<file path="src/rtl/player_input_controller.sv">
`default_nettype none
// ============================================================================
//  Module      : player_input_controller
//  Description : Turns one player's raw push buttons into per-tick movement,
//                jump and attack commands for the physics engine. Buttons are
//                synchronised, debounced and edge-detected on clk. Jump and
//                attack presses are latched until the next game tick.
//  Revision    : 1.0 - initial release
// ============================================================================
module player_input_controller #(
    parameter int DEBOUNCE_CYCLES = 4,
    parameter int ATTACK_TICKS    = 3,
    parameter int COOLDOWN_TICKS  = 2
) (
    input  logic clk,
    input  logic reset,
    input  logic tick,
    input  logic enable,
    input  logic btn_left,
    input  logic btn_right,
    input  logic btn_jump,
    input  logic btn_attack,
    output logic movingLeft,
    output logic movingRight,
    output logic isJumping,
    output logic isAttacking
);

    // Button index map shared by the synchroniser and debouncers
    localparam int BTN_LEFT   = 0;
    localparam int BTN_RIGHT  = 1;
    localparam int BTN_JUMP   = 2;
    localparam int BTN_ATTACK = 3;
    localparam int NUM_BTN    = 4;

    localparam int DEB_W     = $clog2(DEBOUNCE_CYCLES + 1);
    localparam int MAX_TICKS = (ATTACK_TICKS > COOLDOWN_TICKS) ? ATTACK_TICKS : COOLDOWN_TICKS;
    localparam int CNT_W     = (MAX_TICKS > 2) ? $clog2(MAX_TICKS) : 1;

    typedef enum logic [1:0] {
        ST_IDLE     = 2'd0,
        ST_ACTIVE   = 2'd1,
        ST_COOLDOWN = 2'd2
    } atk_state_t;

    logic [NUM_BTN-1:0] raw;
    logic [NUM_BTN-1:0] sync1;
    logic [NUM_BTN-1:0] sync2;
    logic [NUM_BTN-1:0] deb;
    logic               deb_jump_prev;
    logic               deb_atk_prev;
    logic               jump_rise;
    logic               atk_rise;
    logic               jump_pending;
    logic               atk_pending;
    atk_state_t         state;
    logic [CNT_W-1:0]   atk_cnt;

    assign raw = {btn_attack, btn_jump, btn_right, btn_left};

    // Two-flop synchroniser for every raw button
    always_ff @(posedge clk or negedge reset) begin
        if (!reset) begin
            sync1 <= '0;
            sync2 <= '0;
        end else begin
            sync1 <= raw;
            sync2 <= sync1;
        end
    end

    // One debouncer per button: the synchronised level must disagree with the
    // debounced level for DEBOUNCE_CYCLES consecutive clocks before it is taken
    generate
        for (genvar i = 0; i < NUM_BTN; i++) begin : g_debounce
            logic [DEB_W-1:0] cnt;
            logic             deb_q;

            // Count disagreement cycles; flip the debounced level on the last one
            always_ff @(posedge clk or negedge reset) begin
                if (!reset) begin
                    cnt   <= '0;
                    deb_q <= 1'b0;
                end else if (sync2[i] != deb_q) begin
                    if (cnt == DEB_W'(DEBOUNCE_CYCLES - 1)) begin
                        deb_q <= sync2[i];
                        cnt   <= '0;
                    end else begin
                        cnt <= cnt + DEB_W'(1);
                    end
                end else begin
                    cnt <= '0;
                end
            end

            assign deb[i] = deb_q;
        end
    endgenerate

    // Previous debounced levels for rising-edge detection of jump and attack
    always_ff @(posedge clk or negedge reset) begin
        if (!reset) begin
            deb_jump_prev <= 1'b0;
            deb_atk_prev  <= 1'b0;
        end else begin
            deb_jump_prev <= deb[BTN_JUMP];
            deb_atk_prev  <= deb[BTN_ATTACK];
        end
    end

    assign jump_rise = deb[BTN_JUMP]   & ~deb_jump_prev;
    assign atk_rise  = deb[BTN_ATTACK] & ~deb_atk_prev;

    // Movement commands; opposing buttons cancel and an active attack freezes movement
    always_ff @(posedge clk or negedge reset) begin
        if (!reset) begin
            movingLeft  <= 1'b0;
            movingRight <= 1'b0;
        end else begin
            movingLeft  <= enable & deb[BTN_LEFT]  & ~deb[BTN_RIGHT] & (state != ST_ACTIVE);
            movingRight <= enable & deb[BTN_RIGHT] & ~deb[BTN_LEFT]  & (state != ST_ACTIVE);
        end
    end

    // Jump latch: a press is held until the next tick, then shown for one tick interval.
    // An edge arriving together with a tick is kept for the following tick.
    always_ff @(posedge clk or negedge reset) begin
        if (!reset) begin
            jump_pending <= 1'b0;
            isJumping    <= 1'b0;
        end else if (!enable) begin
            jump_pending <= 1'b0;
            isJumping    <= 1'b0;
        end else if (tick) begin
            isJumping    <= jump_pending;
            jump_pending <= jump_rise;
        end else if (jump_rise) begin
            jump_pending <= 1'b1;
        end
    end

    // Attack FSM: IDLE -> ACTIVE for ATTACK_TICKS ticks -> COOLDOWN -> IDLE.
    // Presses are only latched while IDLE; transitions happen on ticks only.
    always_ff @(posedge clk or negedge reset) begin
        if (!reset) begin
            state       <= ST_IDLE;
            atk_cnt     <= '0;
            atk_pending <= 1'b0;
            isAttacking <= 1'b0;
        end else if (!enable) begin
            state       <= ST_IDLE;
            atk_cnt     <= '0;
            atk_pending <= 1'b0;
            isAttacking <= 1'b0;
        end else begin
            case (state)
                ST_IDLE: begin
                    if (tick && atk_pending) begin
                        state       <= ST_ACTIVE;
                        atk_cnt     <= CNT_W'(ATTACK_TICKS - 1);
                        atk_pending <= 1'b0;
                        isAttacking <= 1'b1;
                    end else begin
                        if (atk_rise) begin
                            atk_pending <= 1'b1;
                        end
                        isAttacking <= 1'b0;
                    end
                end
                ST_ACTIVE: begin
                    atk_pending <= 1'b0;
                    if (tick) begin
                        if (atk_cnt == '0) begin
                            isAttacking <= 1'b0;
                            if (COOLDOWN_TICKS == 0) begin
                                state <= ST_IDLE;
                            end else begin
                                state   <= ST_COOLDOWN;
                                atk_cnt <= CNT_W'(COOLDOWN_TICKS - 1);
                            end
                        end else begin
                            atk_cnt <= atk_cnt - CNT_W'(1);
                        end
                    end
                end
                ST_COOLDOWN: begin
                    atk_pending <= 1'b0;
                    isAttacking <= 1'b0;
                    if (tick) begin
                        if (atk_cnt == '0) begin
                            state <= ST_IDLE;
                        end else begin
                            atk_cnt <= atk_cnt - CNT_W'(1);
                        end
                    end
                end
                default: begin
                    state       <= ST_IDLE;
                    atk_cnt     <= '0;
                    atk_pending <= 1'b0;
                    isAttacking <= 1'b0;
                end
            endcase
        end
    end

endmodule
`default_nettype wire

</file>
<file path="config.mk">
export PLATFORM = sky130hd
export DESIGN_NAME = player_input_controller
export DESIGN_NICKNAME = d
export VERILOG_FILES = /design/src/rtl/player_input_controller.sv
export SDC_FILE = /design/constraint.sdc
export NUM_CORES = 1
export LEC_CHECK = 0
export CELL_PAD_IN_SITES_DETAIL_PLACEMENT = 1
export CELL_PAD_IN_SITES_GLOBAL_PLACEMENT = 1
export CORE_MARGIN = 2
export CORE_UTILIZATION = 41
export CTS_BUF_LIST = sky130_fd_sc_hd__clkbuf_16
export DETAILED_ROUTE_END_ITERATION = 8
export PLACE_DENSITY_LB_ADDON = 0.15
export SLEW_MARGIN = 5
export SYNTH_ARGS = -nofsm -noshare
export SYNTH_HDL_FRONTEND = slang
export SYNTH_SLANG_ARGS = --single-unit
</file>
<file path="constraint.sdc">
create_clock -name clk -period 1.05 [get_ports clk]
set_input_delay 0.315 -clock clk [delete_from_list [all_inputs] [get_ports clk]]
set_output_delay 0.315 -clock clk [all_outputs]
set_load 0.05 [all_outputs]
</file>
==> run_results.csv, run 1 <==
group,metric,value,unit
floorplanning,initial_core_util,0.430,
clock_tree,cts_buffer_depth,2,
power_and_ir_drop,internal-power,0.00348,W
floorplanning,ioPinCount,12,
power_and_ir_drop,power_density,2320,nW/um^2
power_and_ir_drop,p_sw,0.00144,W
logic_synthesis,avgSynthCellArea,13.2,sq um
critical_path,crit_path_cell_trace,"buf_12",
detailed_routing,drc,0,
power_and_ir_drop,comb_power_share,0.310,
timing,finalSetupViolations,14,
clock_tree,cts_htree_levels,2,
placed_design,dp.cells,177,
timing,finalClockSkew,0.00233,ns
detailed_routing,drt_iter0_markers,55,
detailed_routing,vias_per_cell,5.09,
logic_synthesis,synthXorXnorAreaFrac,0.0244,
logic_synthesis,yosys_warnings,0,
critical_path,start_kind,"flop",
clock_tree,tritoncts,"built",
clock_tree,clkSinkCount,36,
logic_synthesis,yosys.area_share.simple,0.138,
critical_path,crit_type,"reg -> out",
logic_synthesis,ys_types,28,
critical_path,crit_required,0.73,ns
timing,worstMarginPinSlew,0.294,ns
logic_synthesis,synth_adder_area_share,0.0523,
critical_path,cp-end-kind,"output port",
power_and_ir_drop,netSwitchingFraction,0.293,
clock_tree,cts-root-buf,"clkbuf_16",
min_path,min_path_type,"reg -> reg",
logic_synthesis,synth-seq-area-share,0.628,
finish,nNetsFinal,159,
timing,max_slew_margin,0.803,
status,status,"finished, violations left",
timing,fin_ws,-0.108,ns
timing,setup_tns,-0.799,ns
finish,design_area,2120,sq um
flow_run,cap_violations,0,
critical_path,crit_family,"flip-flops",
logic_synthesis,synth_compound_area_frac,0.0750,
power_and_ir_drop,pwr-share-seq,0.409,
placed_design,dp_hpwl,1760,um
clock_tree,clk_pin_slew,0.05,ns
clock_tree,numCtsBuffers,5,
placed_design,placed_area,1790,sq um
grt,grt-ovfl-total,0,
placed_design,place_congestion,0.777,
timing,period_share,1.10,
floorplanning,die_w,63.2,um
floorplanning,die_h,63.2,um
grt,grt_pass1_wl,4620,um
critical_path,arrival,0.84,ns
timing,fmax,864,MHz
power_and_ir_drop,p_leak,0.970,nW
placed_design,dp_slack,-0.548,ns
logic_synthesis,synth.area.mux_share,0.0453,
logic_synthesis,ys_seq_elements,36,
power_and_ir_drop,pwr-share-clk,0.281,
grt,antenna_found_initial,0,
finish,area.growth.synth_to_final,47.4,%
timing,finalCriticalPeriod,1.16,ns
placed_design,io_buffers,11,
timing,hold_viol_final,0,
timing,maxSlewViolCount,0,
critical_path,reg2reg_slack,-0.09,ns
critical_path,cp_slowest_cell,"dfrtp_1",
detailed_routing,first_pass_iters,4,
grt,gr-usage-all-layers,0.157,
detailed_routing,vias,973,
timing,rsz0062_at_grt,"true",
status,violations,"setup timing",
logic_synthesis,netlist_instances,109,
floorplanning,core-area,3340,sq um
finish,n_antenna_cell,0,
detailed_routing,ant_nets,0,
floorplanning,die_area,3990,sq um
floorplanning,fp-row-count,21,
logic_synthesis,synth_top_family_by_area,"simple AND/OR/NAND/NOR gates",
finish,drive_gt1_frac,0.462,
critical_path,crit_fanout,2,
detailed_routing,wl_per_cell,15.2,um
critical_path,cp_num_buf_inv,1,
detailed_routing,totalWireLength,2890,um
logic_synthesis,syn_nets,123,
grt,grt_max_degree,37,
critical_path,critPathMaxStageDelay,0.40,ns
power_and_ir_drop,peakVddDrop,1.43,mV
grt,grt_pass1_vias,1015,
finish,instances_no_fill,191,
clock_tree,clk_latency,0.28,ns
logic_synthesis,synthesis.area,1440,sq um
## path summary, 6_finish.rpt
kind | from | to | cells after the start
setup / recovery | isAttacking | isAttacking | 1
hold / removal | sync1[2] | sync2[2] | 0
setup reg to reg | g_debounce[2].cnt[0] | g_debounce[2].deb_q | 3
hold reg to reg | sync1[2] | sync2[2] | 0
max in group asynchronous | reset | state[0] | 2
min in group asynchronous | reset | g_debounce[1].cnt[2] | 2
## cells in the final DEF, fill, tap and decap left out, types with 5 or more instances in the layout
cell,count
buf_12,5
clkbuf_16,5
nor3b_1,7
buf_4,16
clkdlybuf4s50_1,5
dfrtp_1,34
## registers in the layout (all words and copies together), names as in the netlist
name / count
g_debounce.cnt: 12
g_debounce.deb_q: 4
sync1: 4
sync2: 4
atk_cnt: 2
state: 2
atk_pending: 1
deb_atk_prev: 1
deb_jump_prev: 1
isAttacking: 1
isJumping: 1
jump_pending: 1
movingLeft: 1
movingRight: 1
## kinds of logic after synthesis
family | after synthesis
flops | 36
simple gates | 31
buf+inv | 9
mux | 6
compound gates | 17
xor+xnor | 4
fa+ha+maj | 6
## area by class of cell
type / count / area, sq um
Clock buffer: 5 / 125
Clock inverter: 2 / 8.76
Fill cell: 318 / 1220
Inverter: 6 / 27.5
Multi-Input combinational cell: 64 / 661
Sequential cell: 36 / 903
Tap cell: 46 / 57.6
Timing Repair Buffer: 32 / 333
## what timing repair did
item	CTS	global route
hold buffers	0	0
pin swaps	6	6
buffers inserted	3	5
setup endpoints to repair	23	26
gates resized for setup	14	16
## synth_stat cells, drive strengths merged
master / count / area share
dfrtp: 36 / 0.63
nor3b: 11 / 0.058
o21ai: 7 / 0.030
ha: 6 / 0.052
inv: 6 / 0.019
nand3: 5 / 0.017
a21oi: 4 / 0.014
mux2: 4 / 0.031
nor2b: 4 / 0.017
xnor2: 4 / 0.024
buf: 3 / 0.018
nand2b: 3 / 0.013
nor3: 3 / 0.010
and3b: 2 / 0.012
mux2i: 2 / 0.014
nand2: 2 / 0.0052
a21boi: 1 / 0.0052
a22oi: 1 / 0.0052
a311oi: 1 / 0.0061
and2: 1 / 0.0044
o211ai: 1 / 0.0052
o21a: 1 / 0.0052
o22ai: 1 / 0.0044
## power groups by stage
stage / clock network [W] / logic [W] / registers (W)
global placement: 0 / 0.00108 / 0.00195
finish: 0.00138 / 0.00153 / 0.00201
CTS: 0.00140 / 0.00132 / 0.00198
global route: 0.00148 / 0.00167 / 0.00206
floorplan: 0 / 0.000678 / 0.00198
detailed placement: 0 / 0.00114 / 0.00198
## layer usage
layer	share of wire	vias to the layer above	wire, um	track usage
li1	-	451	-	-
met1	0.40	500	1170	0.176
met2	0.53	14	1530	0.258
met3	0.041	8	120	0.0661
met4	0.024	0	70	0.0722
met5	0	-	0	0
## metrics by stage
| step | utilization | hold WS, ns | total power [W] |
|---|---|---|---|
| 2_1_floorplan | - | 0.0194 | 0.00266 |
| 3_3_place_gp | 0.536 | 0.333 | 0.00303 |
| 3_5_place_dp | 0.536 | 0.340 | 0.00312 |
| 4_1_cts | 0.601 | 0.351 | 0.00470 |
| 5_1_grt | 0.634 | 0.363 | 0.00520 |
| 6_report | 0.634 | 0.351 | 0.00492 |
Power figures use the tool's default switching activity.
==> inputs of run 2 (changes only) <==
--- a/config.mk
+++ b/config.mk
@@ -7,7 +7,7 @@
 export LEC_CHECK = 0
 export CELL_PAD_IN_SITES_DETAIL_PLACEMENT = 1
 export CELL_PAD_IN_SITES_GLOBAL_PLACEMENT = 1
-export CORE_MARGIN = 2
+export CORE_MARGIN = 5
 export CORE_UTILIZATION = 41
 export CTS_BUF_LIST = sky130_fd_sc_hd__clkbuf_16
 export DETAILED_ROUTE_END_ITERATION = 8
==> run 2 against run 1 <==
The run still ends with setup timing left. Utilization grew 1.8 points. Cell count rose by 3.1%. Worst hold slack got worse by 0.0036 ns. Clock skew about the same. Clock-buffer cell count unchanged. Critical path depth rose by 6. Total power increased by 3.0%. Combinational power grew 7%. Worst setup slack got worse by 0.046 ns. Critical endpoint is now state[1]. Highest routed layer unchanged.
==> run_results.csv, run 2 (same netlist as run 1, synthesis figures left out) <==
group,metric,value,unit
detailed_routing,drt_iter0_markers,44,
finish,drive_gt1_frac,0.510,
power_and_ir_drop,pwr-share-clk,0.275,
power_and_ir_drop,comb_power_share,0.322,
clock_tree,clkSinkCount,36,
timing,fmax,831,MHz
finish,num-fill-cells,339,
clock_tree,holdBufCountCts,0,
placed_design,dp_slack,-0.481,ns
critical_path,cp-end-kind,"flop",
floorplanning,fp-row-count,21,
status,violations,"setup timing",
status,status,"finished, violations left",
timing,rsz0062_at_grt,"true",
power_and_ir_drop,power,0.00507,W
clock_tree,tritoncts,"built",
clock_tree,numCtsBuffers,5,
grt,antenna_found_initial,0,
placed_design,dp_hpwl,1940,um
clock_tree,cts-root-buf,"clkbuf_16",
timing,setup_tns,-1.26,ns
critical_path,arrival,1.37,ns
floorplanning,initial_core_util,0.427,
critical_path,worst_r2r_path_depth,7,
min_path,hp-start,"sync1[1]",
critical_path,crit_type,"reg -> reg",
power_and_ir_drop,p_leak,0.987,nW
floorplanning,die_h,69.2,um
placed_design,io_buffers,11,
detailed_routing,vias,948,
flow_run,cap_violations,0,
power_and_ir_drop,pwr-share-seq,0.402,
detailed_routing,drc,0,
min_path,min_path_type,"reg -> reg",
grt,grt_pass1_vias,1100,
clock_tree,clk_pin_slew,0.05,ns
critical_path,reg2reg_slack,-0.15,ns
grt,gr-usage-all-layers,0.140,
min_path,holdPathStages,0,
clock_tree,cts_htree_levels,2,
finish,final_cell_mix,"dfrtp_1 (34), buf_4 (20), nor3b_2 (6)",
finish,area.growth.synth_to_final,52.8,%
timing,fin_ws,-0.154,ns
grt,grt_max_degree,37,
critical_path,rr_endpoint,"state[1]",
power_and_ir_drop,netSwitchingFraction,0.298,
power_and_ir_drop,internal-power,0.00356,W
power_and_ir_drop,p_sw,0.00151,W
clock_tree,clk_latency,0.28,ns
finish,largest_register_ffs,12,
timing,finalClockSkew,0.00237,ns
finish,seq_area,903,sq um
min_path,min_to,"sync2[1]",
finish,multi_input_area,691,sq um
finish,nNetsFinal,164,
finish,n_antenna_cell,0,
placed_design,place_congestion,0.791,
timing,hold_viol_final,0,
timing,max_slew_margin,0.779,
timing,period_share,1.15,
clock_tree,cts_buffer_depth,2,
timing,maxSlewViolCount,0,
floorplanning,ioPinCount,12,
timing,hold_slack,0.348,ns
detailed_routing,first_pass_iters,3,
grt,grt-ovfl-total,0,
finish,final_util,0.652,
critical_path,timing.rr.start,"atk_cnt[0]",
timing,worstMarginPinSlew,0.329,ns
floorplanning,core-area,3360,sq um
critical_path,crit_required,1.21,ns
floorplanning,die_area,4780,sq um
detailed_routing,wl_per_cell,15.4,um
timing,finalCriticalPeriod,1.20,ns
floorplanning,die_w,69.2,um
finish,top_register,"g_debounce.cnt",
timing,finalSetupViolations,15,
critical_path,crit_fanout,5,
finish,mostFrequentLayoutCell,"dfrtp_1",
grt,grt_pass1_wl,5200,um
power_and_ir_drop,power_density,2310,nW/um^2
critical_path,start_kind,"flop",
power_and_ir_drop,peakVddDrop,1.23,mV
detailed_routing,vias_per_cell,4.81,
detailed_routing,totalWireLength,3020,um
detailed_routing,ant_nets,0,
==> run 2: cell types whose count changed in the layout (fill, tap and decap cells not counted), moves of 2 or more <==
cell           delta
buf_4             +4
a21oi_1           -2
a21oi_2           +2
dlygate4sd2_1     +2
nor3b_1           -2
nor3b_2           +2
xnor2_2           -2
==> run 2: how the worst max path moves through the flow <==
stage	startpoint	endpoint	slack (ns)	depth (start not counted)
detailed placement	tick	atk_cnt[0]	-0.48	6
CTS	isAttacking	isAttacking	-0.13	1
global route	atk_cnt[0]	atk_cnt[1]	-0.22	6
floorplan	atk_cnt[0]	atk_cnt[1]	-0.02	6
finish	atk_cnt[0]	state[1]	-0.15	7
global placement	tick	atk_cnt[0]	-0.43	6
==> run 2: cell type report <==
class                           instances  share of cell area
Tap cell                               46              0.0262
Clock inverter                          3             0.00685
Sequential cell                        36               0.412
Inverter                                6              0.0125
Multi-Input combinational cell         64               0.315
Timing Repair Buffer                   37               0.171
Clock buffer                            5              0.0570
==> run 2: stage by stage <==
stage | area [sq um] | instances
5_1_grt | 2190 | 197
4_1_cts | 2070 | 192
6_report | 2190 | 197
3_3_place_gp | 1800 | 179
3_5_place_dp | 1800 | 179
2_1_floorplan | 1490 | 109
==> run 2: power groups by stage <==
stage	Clock, W	Combinational [W]	Sequential, W
6_report	0.00139	0.00163	0.00204
5_1_grt	0.00149	0.00178	0.00209
4_1_cts	0.00144	0.00142	0.00200
3_5_place_dp	0	0.00117	0.00199
3_3_place_gp	0	0.00109	0.00194
2_1_floorplan	0	0.000678	0.00198
==> run 2: per-layer routing <==
metal | up-vias | wire [um] | global-route usage
met5 | - | 0 | 0
met4 | 0 | 44 | 0.0759
met1 | 475 | 1310 | 0.166
met3 | 5 | 66 | 0.0378
li1 | 459 | - | -
met2 | 9 | 1600 | 0.231
==> run 2: worst max-delay path: stages, from the launching register on <==
cell,delay (ns)
dfrtp_1,0.39
inv_2,0.08
ha_4,0.17
buf_4,0.13
nand2_4,0.05
nand3_2,0.06
o21ai_1,0.07
and2_1,0.14
==> run 2: what timing repair did <==
action	in CTS	in global routing
setup buffers	5	5
resized for setup	22	14
endpoints found under the setup margin	23	24
pin swaps	11	11
gates cloned	0	0
